$ cat src/rtl/grf_wb_arbiter_if.sv
// Bundle of the GRF write-port arbiter signals: WB port P, multi-cycle port M,
// decode read addresses, and the arbitrated GRF write port.
interface grf_wb_arbiter_if #(
    parameter int unsigned DEPTH = 4
);
    localparam int unsigned CNT_W = $clog2(DEPTH + 1);

    logic             p_we;
    logic [4:0]       p_a3;
    logic [31:0]      p_wd;
    logic [31:0]      p_pc;
    logic             m_valid;
    logic             m_ready;
    logic [4:0]       m_a3;
    logic [31:0]      m_wd;
    logic [31:0]      m_pc;
    logic [4:0]       rd_a1;
    logic [4:0]       rd_a2;
    logic             pend1;
    logic             pend2;
    logic             hold_req;
    logic             grf_we;
    logic [4:0]       grf_a3;
    logic [31:0]      grf_wd;
    logic [31:0]      grf_pc;
    logic [CNT_W-1:0] fifo_count;

    // Arbiter side
    modport slave (
        input  p_we, p_a3, p_wd, p_pc,
        input  m_valid, m_a3, m_wd, m_pc,
        input  rd_a1, rd_a2,
        output m_ready, pend1, pend2, hold_req,
        output grf_we, grf_a3, grf_wd, grf_pc, fifo_count
    );

    // Pipeline / environment side
    modport master (
        output p_we, p_a3, p_wd, p_pc,
        output m_valid, m_a3, m_wd, m_pc,
        output rd_a1, rd_a2,
        input  m_ready, pend1, pend2, hold_req,
        input  grf_we, grf_a3, grf_wd, grf_pc, fifo_count
    );
endinterface

$ cat src/rtl/grf_wb_arbiter.sv
// Single GRF write port shared between WB (always wins) and a FIFO of late
// multi-cycle results that drain in idle WB cycles, with hazard and starvation flags.
module grf_wb_arbiter #(
    parameter int unsigned DEPTH      = 4,
    parameter int unsigned STARVE_MAX = 8
) (
    input  logic           clk,
    input  logic           reset,
    grf_wb_arbiter_if.slave bus
);
    localparam int unsigned PTR_W  = $clog2(DEPTH);
    localparam int unsigned CNT_W  = $clog2(DEPTH + 1);
    localparam int unsigned WAIT_W = $clog2(STARVE_MAX + 1);

    logic [4:0]        a3_q [DEPTH];
    logic [31:0]       wd_q [DEPTH];
    logic [31:0]       pc_q [DEPTH];
    logic [DEPTH-1:0]  live_q, live_d;
    logic [PTR_W-1:0]  head_q, head_d, tail_q, tail_d;
    logic [CNT_W-1:0]  count_q, count_d;
    logic [WAIT_W-1:0] wait_q, wait_d;
    logic              hold_q, hold_d;

    logic              empty_c, p_grant_c, pop_c, push_c, ready_c;
    logic [DEPTH-1:0]  kill_c, match1_c, match2_c;

    // Grant, handshake and per-slot address matches
    always_comb begin
        empty_c   = (count_q == '0);
        ready_c   = !reset && (count_q < CNT_W'(DEPTH));
        p_grant_c = bus.p_we && (bus.p_a3 != 5'd0);
        pop_c     = !reset && !p_grant_c && !empty_c;
        push_c    = ready_c && bus.m_valid && (bus.m_a3 != 5'd0);
        kill_c    = '0;
        match1_c  = '0;
        match2_c  = '0;
        for (int i = 0; i < DEPTH; i++) begin
            kill_c[i]   = p_grant_c && live_q[i] && (a3_q[i] == bus.p_a3);
            match1_c[i] = live_q[i] && (a3_q[i] == bus.rd_a1);
            match2_c[i] = live_q[i] && (a3_q[i] == bus.rd_a2);
        end
    end

    // GRF write port; address/data are zeroed whenever no write happens
    always_comb begin
        bus.grf_we = 1'b0;
        bus.grf_a3 = 5'd0;
        bus.grf_wd = 32'd0;
        bus.grf_pc = 32'd0;
        if (!reset) begin
            if (p_grant_c) begin
                bus.grf_we = 1'b1;
                bus.grf_a3 = bus.p_a3;
                bus.grf_wd = bus.p_wd;
                bus.grf_pc = bus.p_pc;
            end else if (pop_c && live_q[head_q]) begin
                bus.grf_we = 1'b1;
                bus.grf_a3 = a3_q[head_q];
                bus.grf_wd = wd_q[head_q];
                bus.grf_pc = pc_q[head_q];
            end
        end
    end

    assign bus.m_ready    = ready_c;
    assign bus.pend1      = (bus.rd_a1 != 5'd0) && (|match1_c);
    assign bus.pend2      = (bus.rd_a2 != 5'd0) && (|match2_c);
    assign bus.hold_req   = hold_q;
    assign bus.fifo_count = count_q;

    // Next state: a same-cycle push is applied after the kill so it stays live
    always_comb begin
        live_d  = live_q & ~kill_c;
        head_d  = head_q;
        tail_d  = tail_q;
        wait_d  = wait_q;
        hold_d  = hold_q;
        count_d = count_q + CNT_W'(push_c) - CNT_W'(pop_c);
        if (pop_c) begin
            live_d[head_q] = 1'b0;
            head_d         = head_q + PTR_W'(1);
        end
        if (push_c) begin
            live_d[tail_q] = 1'b1;
            tail_d         = tail_q + PTR_W'(1);
        end
        if (empty_c || pop_c) begin
            wait_d = '0;
        end else if (wait_q != WAIT_W'(STARVE_MAX)) begin
            wait_d = wait_q + WAIT_W'(1);
        end
        if (pop_c) begin
            hold_d = 1'b0;
        end else if (wait_q == WAIT_W'(STARVE_MAX)) begin
            hold_d = 1'b1;
        end
    end

    always_ff @(posedge clk) begin
        if (reset) begin
            live_q  <= '0;
            head_q  <= '0;
            tail_q  <= '0;
            count_q <= '0;
            wait_q  <= '0;
            hold_q  <= 1'b0;
        end else begin
            live_q  <= live_d;
            head_q  <= head_d;
            tail_q  <= tail_d;
            count_q <= count_d;
            wait_q  <= wait_d;
            hold_q  <= hold_d;
        end
    end

    // Payload storage needs no reset; occupancy is tracked by live/count
    always_ff @(posedge clk) begin
        if (push_c) begin
            a3_q[tail_q] <= bus.m_a3;
            wd_q[tail_q] <= bus.m_wd;
            pc_q[tail_q] <= bus.m_pc;
        end
    end
endmodule
$ cat src/flat_wrapper.sv
// flat-port wrapper written by rule: the top's interface ports become plain ports
module grf_wb_arbiter_flat 
#(
    parameter int unsigned DEPTH      = 4,
    parameter int unsigned STARVE_MAX = 8
)
  (clk, reset, bus_p_we, bus_p_a3, bus_p_wd, bus_p_pc, bus_m_valid, bus_m_a3, bus_m_wd, bus_m_pc, bus_rd_a1, bus_rd_a2, bus_m_ready, bus_pend1, bus_pend2, bus_hold_req, bus_grf_we, bus_grf_a3, bus_grf_wd, bus_grf_pc, bus_fifo_count);
  grf_wb_arbiter_if #(.DEPTH(DEPTH)) bus_i ();
  input  logic clk;
  input  logic reset;
  input wire logic [$bits(bus_i.p_we)-1:0] bus_p_we;
  input wire logic [$bits(bus_i.p_a3)-1:0] bus_p_a3;
  input wire logic [$bits(bus_i.p_wd)-1:0] bus_p_wd;
  input wire logic [$bits(bus_i.p_pc)-1:0] bus_p_pc;
  input wire logic [$bits(bus_i.m_valid)-1:0] bus_m_valid;
  input wire logic [$bits(bus_i.m_a3)-1:0] bus_m_a3;
  input wire logic [$bits(bus_i.m_wd)-1:0] bus_m_wd;
  input wire logic [$bits(bus_i.m_pc)-1:0] bus_m_pc;
  input wire logic [$bits(bus_i.rd_a1)-1:0] bus_rd_a1;
  input wire logic [$bits(bus_i.rd_a2)-1:0] bus_rd_a2;
  output wire logic [$bits(bus_i.m_ready)-1:0] bus_m_ready;
  output wire logic [$bits(bus_i.pend1)-1:0] bus_pend1;
  output wire logic [$bits(bus_i.pend2)-1:0] bus_pend2;
  output wire logic [$bits(bus_i.hold_req)-1:0] bus_hold_req;
  output wire logic [$bits(bus_i.grf_we)-1:0] bus_grf_we;
  output wire logic [$bits(bus_i.grf_a3)-1:0] bus_grf_a3;
  output wire logic [$bits(bus_i.grf_wd)-1:0] bus_grf_wd;
  output wire logic [$bits(bus_i.grf_pc)-1:0] bus_grf_pc;
  output wire logic [$bits(bus_i.fifo_count)-1:0] bus_fifo_count;
  assign bus_i.p_we = bus_p_we;
  assign bus_i.p_a3 = bus_p_a3;
  assign bus_i.p_wd = bus_p_wd;
  assign bus_i.p_pc = bus_p_pc;
  assign bus_i.m_valid = bus_m_valid;
  assign bus_i.m_a3 = bus_m_a3;
  assign bus_i.m_wd = bus_m_wd;
  assign bus_i.m_pc = bus_m_pc;
  assign bus_i.rd_a1 = bus_rd_a1;
  assign bus_i.rd_a2 = bus_rd_a2;
  assign bus_m_ready = bus_i.m_ready;
  assign bus_pend1 = bus_i.pend1;
  assign bus_pend2 = bus_i.pend2;
  assign bus_hold_req = bus_i.hold_req;
  assign bus_grf_we = bus_i.grf_we;
  assign bus_grf_a3 = bus_i.grf_a3;
  assign bus_grf_wd = bus_i.grf_wd;
  assign bus_grf_pc = bus_i.grf_pc;
  assign bus_fifo_count = bus_i.fifo_count;
  grf_wb_arbiter #(.DEPTH(DEPTH), .STARVE_MAX(STARVE_MAX)) u_core (.clk(clk), .reset(reset), .bus(bus_i));
endmodule
$ cat config.mk
export PLATFORM = sky130hd
export DESIGN_NAME = grf_wb_arbiter_flat
export DESIGN_NICKNAME = d
export VERILOG_FILES = /design/src/rtl/grf_wb_arbiter_if.sv /design/src/rtl/grf_wb_arbiter.sv /design/src/flat_wrapper.sv
export SDC_FILE = /design/constraint.sdc
export NUM_CORES = 1
export LEC_CHECK = 0
export CORE_ASPECT_RATIO = 1.4
export CORE_MARGIN = 4
export CORE_UTILIZATION = 50
export DETAILED_ROUTE_END_ITERATION = 10
export PLACE_DENSITY_LB_ADDON = 0.05
export SYNTH_ARGS = -nofsm -noshare
export SYNTH_HDL_FRONTEND = slang
export SYNTH_SLANG_ARGS = --single-unit
export TNS_END_PERCENT = 30
$ cat constraint.sdc
create_clock -name clk -period 4.7 [get_ports clk]
set_input_delay 1.175 -clock clk [delete_from_list [all_inputs] [get_ports clk]]
set_output_delay 1.175 -clock clk [all_outputs]
set_load 0.01 [all_outputs]
Word-level counts from Yosys, hierarchy flattened
Memories as Yosys holds them, arrays and structs flattened. A register that Yosys moved wholly into a read port is not among the register bits.
Index checks and enable logic that the tools add are counted.
{ "classes": {"add_sub_neg": 5, "order_cmp": 5, "eq_ne": 14, "muxes": 28, "bitwise_logic": 5, "reduce_logical": 40} }
{ "ops": {"columns": ["operator", "n"], "rows": [
  ["two-way mux 32 bit", 6],
  ["equality test 5 bit", 12],
  ["logical AND 1 bit", 27],
  ["nonzero test 5 bit", 4],
  ["two-way mux 5 bit", 3],
  ["two-way mux 2 bit", 6],
  ["bitwise AND 4 bit", 2],
  ["two-way mux 1 bit", 8],
  ["two-way mux 4 bit", 2],
  ["inverter 4 bit", 2],
  ["OR reduction 4 bit", 2],
  ["less-than comparator 2 x 3 -> 1 bit (second input constant)", 2],
  ["adder 2 x 1 -> 2 bit (second input constant)", 2],
  ["adder 4 x 1 -> 4 bit (second input constant)", 1],
  ["demux 1 bit (select 2 bit)", 2],
  ["equality test 4 bit (second input constant)", 1],
  ["greater-or-equal comparator 2 x 1 -> 1 bit (second input constant)", 2],
  ["inequality test 4 bit (second input constant)", 1],
  ["OR 4 bit", 1],
  ["OR reduction 2 bit", 2],
  ["adder 3 x 1 -> 3 bit", 1],
  ["logical NOT 1 bit", 3],
  ["logical NOT 3 bit", 1],
  ["less-than comparator 3 bit (second input constant)", 1],
  ["other kinds (3)", 3]
]} }
{ "word_totals": {"regBits": 16, "mem_bits_rw": 276, "in_bits": 152, "output_inout_bits": 77, "elab_cells": 106, "mem_count": 3} }
{ "mem_list": {"columns": ["name", "words", "width", "rd", "rd_clocked_by_memory_dff", "wr", "line_no", "rtl"], "rows": [
  ["u_core.pc_q", 4, 32, 1, 1, 1, "grf_wb_arbiter.sv:17", "logic [31:0] pc_q [DEPTH];"],
  ["u_core.wd_q", 4, 32, 1, 1, 1, "grf_wb_arbiter.sv:16", "logic [31:0] wd_q [DEPTH];"],
  ["u_core.a3_q", 4, 5, 5, 1, 1, "grf_wb_arbiter.sv:15", "logic [4:0] a3_q [DEPTH];"]
]} }

Depth between registers and ports, before layout
Gate-level depths: netlist of run 1.
{ "logic_depth": {"depth_word": 10, "ltp_mapped": 13} }

Worst setup path after synthesis of run 1
No wires, ideal clock.
{ "synth_timing": {"kind": "input port to flip-flop", "from": "input port reset", "to": "memory u_core.a3_q[0][0] (enable)", "setup_time_ps": 434, "arrival_time_ps": 3592, "t_required_ps": 4266, "slack_ps": 673, "path_stages": 5, "path_buffers": 1, "cell_sequence": "nor2_1 > nand2_1 > a21oi_1 > clkbuf_1 > and2_1"} }
{ "synth_between": {"elab_chain_cells": 6} }
{ "synth_lines": {"columns": ["element", "line_no", "rtl"], "rows": [
  ["start: declaration", "flat_wrapper.sv:10", "input logic reset;"],
  ["logical NOT 1 bit", "grf_wb_arbiter.sv:30", "ready_c = !reset && (count_q < CNT_W'(DEPTH));"],
  ["logical AND 1 bit", "grf_wb_arbiter.sv:30", null],
  ["logical AND 1 bit (2 in series)", "grf_wb_arbiter.sv:33", "push_c = ready_c && bus.m_valid && (bus.m_a3 != 5'd0);"],
  ["net u_core.push_c", "grf_wb_arbiter.sv:24", "logic empty_c, p_grant_c, pop_c, push_c, ready_c;"],
  ["two-way mux 1 bit", "grf_wb_arbiter.sv:119", "if (push_c) begin"],
  ["two-way mux 1 bit (not written as such)", "grf_wb_arbiter.sv:120", "a3_q[tail_q] <= bus.m_a3;"],
  ["end: declaration", "grf_wb_arbiter.sv:15", null]
]} }
The timed path passes the listed nets, and every way through them passes these cells.

Final worst setup path of run 1
{ "layout_timing": {"from": "input port bus_p_a3[0]", "to": "output port bus_grf_wd[8]"} }
{ "layout_between": {"elab_chain_cells": 9} }
{ "layout_lines": {"columns": ["element", "line_no", "rtl"], "rows": [
  ["start: declaration", "flat_wrapper.sv:12", "input wire logic [$bits(bus_i.p_a3)-1:0] bus_p_a3;"],
  ["nonzero test 5 bit (*)", "grf_wb_arbiter.sv:31", "p_grant_c = bus.p_we && (bus.p_a3 != 5'd0);"],
  ["logical AND 1 bit (*)", "grf_wb_arbiter.sv:31", null],
  ["logical NOT 1 bit", "grf_wb_arbiter.sv:32", "pop_c = !reset && !p_grant_c && !empty_c;"],
  ["logical AND 1 bit (2 in series)", "grf_wb_arbiter.sv:32", null],
  ["logical AND 1 bit", "grf_wb_arbiter.sv:56", "end else if (pop_c && live_q[head_q]) begin"],
  ["two-way mux 32 bit", "grf_wb_arbiter.sv:56", null],
  ["two-way mux 32 bit (*)", "grf_wb_arbiter.sv:51", "if (p_grant_c) begin"],
  ["two-way mux 32 bit (*)", "grf_wb_arbiter.sv:50", "if (!reset) begin"],
  ["end: declaration", "flat_wrapper.sv:27", "output wire logic [$bits(bus_i.grf_wd)-1:0] bus_grf_wd;"]
]} }
Every way passes the cells marked *; elsewhere a longest branch is shown, timed or not.

==> impl_metrics.json, run 1 <==
{
  "end_kind": "output pin",
  "max-slew-margin-rel": 0.620,
  "cp_data_required_time_ns": 3.52,
  "status": "completed",
  "tightest_slew_ns": 0.570,
  "met1_usage": 0.245,
  "syn_nets": 964,
  "setup_ws_ns": 0.0640,
  "fin_worst_skew_ns": 0.0138,
  "antenna_found_initial": 0,
  "core_sq_um": 24800,
  "yosysMostFrequentCell": "edfxtp_1",
  "finalCritPeriodShare": 0.986,
  "grt_use_total": 0.195,
  "chipWidth_microns": 142,
  "area_growth_pct": 28.9,
  "vias": 7414,
  "synth.area.top_cells": "edfxtp_1, mux4_2, nand2_1, xor2_1, a21oi_1",
  "die_y_microns": 196,
  "hpwlAfterDp_mm": 18.3,
  "routedWlPerCell_microns": 20.3,
  "setup_viol": 0,
  "yosysTopAreaCell": "edfxtp_1",
  "avgSynthCellArea_sq_um": 15.8,
  "synthFlopType": "edfxtp_1",
  "synth.top_cell.area_share": 0.657,
  "gr-total-overflow": 0,
  "worstPathArrival_ns": 3.46,
  "start_kind": "input port",
  "drtPass1Iterations": 4,
  "synth_edf_count": 276,
  "path_clk_slew_ns": 0.06,
  "met2_usage": 0.353,
  "ys_seq_area_frac": 0.686,
  "ant_nets": 0,
  "synth_common_cells": "edfxtp_1, nand2_1, a21oi_1, mux4_2, xor2_1",
  "p_per_area_nw_per_um2": 388,
  "drv_cap": 0,
  "ys_async_sr_fraction": 0,
  "synth_cells": 799,
  "pin_count": 229,
  "total_power_mw": 6.31,
  "max_clock_freq_mhz": 216,
  "peakVddDrop_uv": 359,
  "clk_latency_ns": 0.53,
  "cellLeakagePower_nw": 5.73,
  "vias_per_cell": 5.42,
  "fin_nets": 1201,
  "grt_pass1_wl_mm": 42.5,
  "period_minus_slack_ns": 4.64,
  "hold_viol_final": 0,
  "cts_sinks": 294,
  "post_dp_cell_area_sq_um": 15500,
  "place_ws_ns": -0.0462,
  "drc": 0,
  "busiest_layer": "met2",
  "grt_start_max_net_pins": 55,
  "port_buffers": 228,
  "rows": 68,
  "ys_types": 35,
  "cts_buffer_depth": 3,
  "final_cell_area_sq_um": 16300,
  "drive_above_1_share": 0.145,
  "ctsHtreeMaxLevel": 1,
  "grt_util_met3": 0.0310,
  "cts_tree": "built",
  "routabilityCongestion": 0.798,
  "final_core_util": 0.657,
  "grt_pass1_vias": 7697,
  "crit_type": "in -> out",
  "drt_iter0_drc": 376,
  "cts_buffers": 27,
  "hold_class": "reg -> reg",
  "routed_wl_mm": 27.7,
  "slew_viol_final": 0,
  "synth.ff_latch_count": 294,
  "clock-root-buffer": "clkbuf_16",
  "initial_core_util": 0.509,
  "yosys_warnings": 0,
  "dieArea_sq_um": 27900,
  "path_max_fanout": 27,
  "n_antenna_cell": 0,
  "syn-cell-area_sq_um": 12600
}
cell families (layout without fill, tap and decap cells):
family,after synthesis,in the layout,share of synthesized area
flip-flops,294,294,0.686
AND/OR/NAND/NOR,203,203,0.0688
buffers and inverters,66,320,0.0230
AO/OA/AOI/OAI,85,85,0.0361
XOR/XNOR,65,65,0.0451
multiplexers,73,73,0.128
adder cells (fa/ha/maj),13,13,0.0135
power breakdown:
part	internal [mW]	total (mW)	switching [mW]	leakage, nW
logic	0.670	1.19	0.521	2.69
registers	2.98	3.10	0.118	2.65
clock network	1.15	2.03	0.870	0.388
total	4.81	6.31	1.51	5.73
cell type report:
type | count | area [sq um]
flip-flops and latches | 294 | 8660
fillers | 1837 | 8500
multi-input cells | 439 | 3700
repair buffers | 264 | 2650
clock buffers | 32 | 694
well taps | 315 | 394
clock inverters | 14 | 119
inverters | 10 | 37.5
worst paths after layout:
path / startpoint / endpoint / slack (ns) / cells after the start
max: bus_p_a3[0] / bus_grf_wd[8] / 0.06 / 9
min: u_core.bus.hold_req$_SDFFE_PP0N_ / u_core.bus.hold_req$_SDFFE_PP0N_ / 0.50 / 1
max reg2reg: u_core.bus.fifo_count[1]$_SDFF_PP0_ / u_core.bus.fifo_count[2]$_SDFF_PP0_ / 2.47 / 10
min reg2reg: u_core.bus.hold_req$_SDFFE_PP0N_ / u_core.bus.hold_req$_SDFFE_PP0N_ / 0.50 / 1
per-stage QoR:
| stage | instances | TNS (ns) | hold slack, ns |
|---|---|---|---|
| finish | 1368 | 0 | 0.496 |
| global route | 1368 | -0.0296 | 0.518 |
| CTS | 1365 | -0.137 | 0.498 |
| detailed placement | 1319 | -0.515 | 0.487 |
| global placement | 1319 | -1.30 | 0.482 |
| floorplan | 799 | 0 | 0.462 |
worst max-delay path, cell delays in order:
cell             delay (ns)
clkdlybuf4s50_1        0.45
or4_4                  0.57
o21ai_4                0.24
nor2_1                 0.10
a21oi_4                0.21
buf_4                  0.16
clkbuf_16              0.21
a21oi_1                0.06
dlygate4sd2_1          0.29
layer usage:
layer,vias to the layer above,part of all wire
li1,3500,-
met1,3653,0.38
met2,220,0.54
met3,41,0.060
met4,0,0.018
met5,-,0
flip-flops by register name, summed over array words and instances, names as in the netlist, named ones only:
register               cells
u_core.a3_q               20
u_core.pc_q              128
u_core.bus.fifo_count      3
u_core.wait_q              4
u_core.head_q              2
u_core.live_q              4
u_core.wd_q              128
u_core.bus.hold_req        1
u_core.tail_q              2
cells in the final DEF, fill, tap and decap left out, drive strengths merged, types with 3 or more instances in the layout:
| cell type | netlist | final |
|---|---|---|
| buf | 27 | 35 |
| clkdlybuf4s50 | 0 | 158 |
| clkbuf | 29 | 33 |
| nand3 | 13 | 13 |
| nor4 | 8 | 8 |
| o21a | 4 | 4 |
| and2 | 4 | 4 |
| a21oi | 73 | 73 |
| nand4 | 6 | 6 |
| a32oi | 4 | 4 |
| edfxtp | 276 | 276 |
| nor2 | 16 | 16 |
| clkinv | 0 | 9 |
| dfxtp | 18 | 18 |
| xnor2 | 19 | 19 |
| or4 | 3 | 3 |
| inv | 10 | 11 |
| ha | 12 | 12 |
| nand2 | 143 | 143 |
| xor2 | 46 | 46 |
| dlymetal6s2s | 0 | 4 |
| dlygate4sd2 | 0 | 66 |
| mux4 | 70 | 70 |
| nor3 | 7 | 7 |
repair_timing:
item / 4_1_cts / 5_1_grt
cloned: 0 / 1
setup buffers: 0 / 2
gates resized for setup: 68 / 6
pin swaps: 0 / 1
endpoints found under the setup margin: 69 / 4
hold buffers: 0 / 0
(Power assumes the default switching activity.)
==> run 2, diff against run 1 <==
--- a/config.mk
+++ b/config.mk
@@ -9,8 +9,9 @@
 export CORE_MARGIN = 4
 export CORE_UTILIZATION = 50
 export DETAILED_ROUTE_END_ITERATION = 10
+export DONT_BUFFER_PORTS = 1
 export PLACE_DENSITY_LB_ADDON = 0.05
+export REMOVE_ABC_BUFFERS = 1
 export SYNTH_ARGS = -nofsm -noshare
 export SYNTH_HDL_FRONTEND = slang
 export SYNTH_SLANG_ARGS = --single-unit
-export TNS_END_PERCENT = 30
==> impl_metrics.json, run 2 (synthesized netlist as in run 1, its figures left out) <==
{
  "grt_pass1_vias": 7369,
  "min_to": "u_core.wait_q[1]$_SDFFE_PP0P_",
  "min_path_cells": 2,
  "clk_latency_ns": 0.53,
  "max-slew-margin-rel": 0.546,
  "routedWlPerCell_microns": 24.9,
  "setup_viol": 0,
  "grt_pass1_wl_mm": 42.6,
  "die_y_microns": 196,
  "p_per_area_nw_per_um2": 435,
  "cts_tree": "built",
  "period_minus_slack_ns": 4.00,
  "final_cell_area_sq_um": 13800,
  "cellLeakagePower_nw": 4.40,
  "ctsHtreeMaxLevel": 1,
  "drive_above_1_share": 0.166,
  "clock-root-buffer": "clkbuf_16",
  "r2r-end": "u_core.a3_q[0][0]$_DFFE_PP_",
  "clockPowerShare": 0.331,
  "drc": 0,
  "max_clock_freq_mhz": 250,
  "vias_per_cell": 5.95,
  "cts_setup_buffers": 0,
  "fin_nets": 956,
  "drt_iter0_drc": 337,
  "cts_sinks": 294,
  "post_dp_cell_area_sq_um": 13000,
  "setup_tns_ns": 0,
  "mostFrequentLayoutCell": "edfxtp_1",
  "drv_cap": 0,
  "cp_num_buf_inv": 1,
  "vias": 6682,
  "start_kind": "input port",
  "dieArea_sq_um": 27900,
  "holdWs_ns": 0.539,
  "end_kind": "output pin",
  "cp_top_family": "simple AND/OR/NAND/NOR gates",
  "hp-start": "u_core.wait_q[1]$_SDFFE_PP0P_",
  "initial_core_util": 0.509,
  "tightest_slew_ns": 0.678,
  "hold_class": "reg -> reg",
  "fin_worst_skew_ns": 0.0135,
  "critical_path.cell_chain": "or4_4, o21a_2, buf_4, nand2_1, a21oi_1",
  "max_stage_delay_ns": 0.54,
  "reg2reg_depth": 6,
  "path_max_fanout": 46,
  "postCtsResizedCells": 0,
  "gr-total-overflow": 0,
  "peakVddDrop_uv": 368,
  "hold_buffers": 0,
  "crit_type": "in -> out",
  "routed_wl_mm": 27.9,
  "pwr-share-seq": 0.518,
  "switching_share": 0.241,
  "drtPass1Iterations": 5,
  "grt_use_total": 0.200,
  "rows": 68,
  "final_cell_mix": "edfxtp_1, nand2_1, a21oi_1",
  "internal-power_mw": 4.54,
  "antenna_found_initial": 0,
  "r2r_slack_ns": 2.18,
  "switching_power_mw": 1.45,
  "pin_count": 229,
  "path_clk_slew_ns": 0.06,
  "worstPathArrival_ns": 2.83,
  "n_antenna_cell": 0,
  "crit_path_top_delay_cell": "or4_4",
  "slew_viol_final": 0,
  "chipWidth_microns": 142,
  "hold_viol_final": 0,
  "port_buffers": 0,
  "grt_start_max_net_pins": 51,
  "final_core_util": 0.556,
  "status": "completed",
  "reg2reg_from": "u_core.bus.fifo_count[2]$_SDFF_PP0_",
  "ant_nets": 0,
  "pwr-share-comb": 0.152,
  "area_growth_pct": 9.27,
  "core_sq_um": 24800,
  "cts_buffer_depth": 3,
  "cts_buffers": 27,
  "cp_data_required_time_ns": 3.52,
  "largestRegisters": "u_core.pc_q: 128 flops, u_core.wd_q: 128 flops, u_core.a3_q: 20 flops",
  "routabilityCongestion": 0.868,
  "finalCritPeriodShare": 0.851,
  "hpwlAfterDp_mm": 18.6,
  "rsz0062_at_grt": "false"
}
## run 2: cell count changes in the layout (fill, tap and decap cells not counted), moves of 2 or more
cell,change
clkdlybuf4s50_1,-158
dlygate4sd2_1,-66
buf_4,-7
buf_12,-6
dlymetal6s2s_1,-4
buf_6,-2
clkinvlp_4,-2
## run 2: metrics by stage
step | instances | worst slack [ns] | power [mW]
floorplan | 743 | -3.46 | 3.88
global placement | 1077 | 0.714 | 4.07
detailed placement | 1077 | 0.657 | 4.09
CTS | 1123 | 0.675 | 6.06
global route | 1123 | 0.531 | 6.26
finish | 1123 | 0.698 | 5.99
## run 2: per-layer routing
metal	GRT usage	vias up	wire (microns)
li1	-	2997	-
met1	0.246	3464	10700
met2	0.363	186	15000
met3	0.0417	35	1770
met4	0.0430	0	509
met5	0	-	0
## run 2: layout make-up
type / instances / area (sq um)
clock inverters: 13 / 82.6
inverters: 10 / 37.5
clock buffers: 33 / 698
flip-flops and latches: 294 / 8660
multi-input cells: 439 / 3700
repair buffers: 19 / 205
well taps: 315 / 394
fillers: 1954 / 11000
## run 2: power groups by stage
| stage | registers [mW] | logic, mW | clock network (mW) |
|---|---|---|---|
| final | 3.10 | 0.908 | 1.98 |
| after CTS | 3.11 | 0.931 | 2.02 |
| after detailed placement | 3.16 | 0.927 | 0 |
| after floorplan | 3.19 | 0.693 | 0 |
| after global placement | 3.16 | 0.915 | 0 |
| after global routing | 3.12 | 1.00 | 2.14 |
## run 2: tightest hold or removal path: cells and delay by family (launching register included)
| family | cells | cell delay (ns) |
|---|---|---|
| AOI/OAI and AO/OA | 1 | 0.07 |
| and+or+nand+nor | 1 | 0.07 |
| DFF | 1 | 0.34 |
## run 2: worst max-delay path by stage
stage | start | endpoint | slack, ns | cells past startpoint
final | bus_p_a3[0] | bus_grf_pc[19] | 0.70 | 5
after global routing | bus_p_a3[0] | bus_grf_pc[19] | 0.53 | 5
after CTS | bus_p_a3[0] | bus_grf_pc[19] | 0.67 | 5
after detailed placement | bus_p_a3[0] | bus_grf_pc[19] | 0.66 | 5
after global placement | bus_p_a3[0] | bus_grf_pc[19] | 0.71 | 5
after floorplan | bus_p_a3[0] | bus_grf_a3[0] | -3.46 | 5
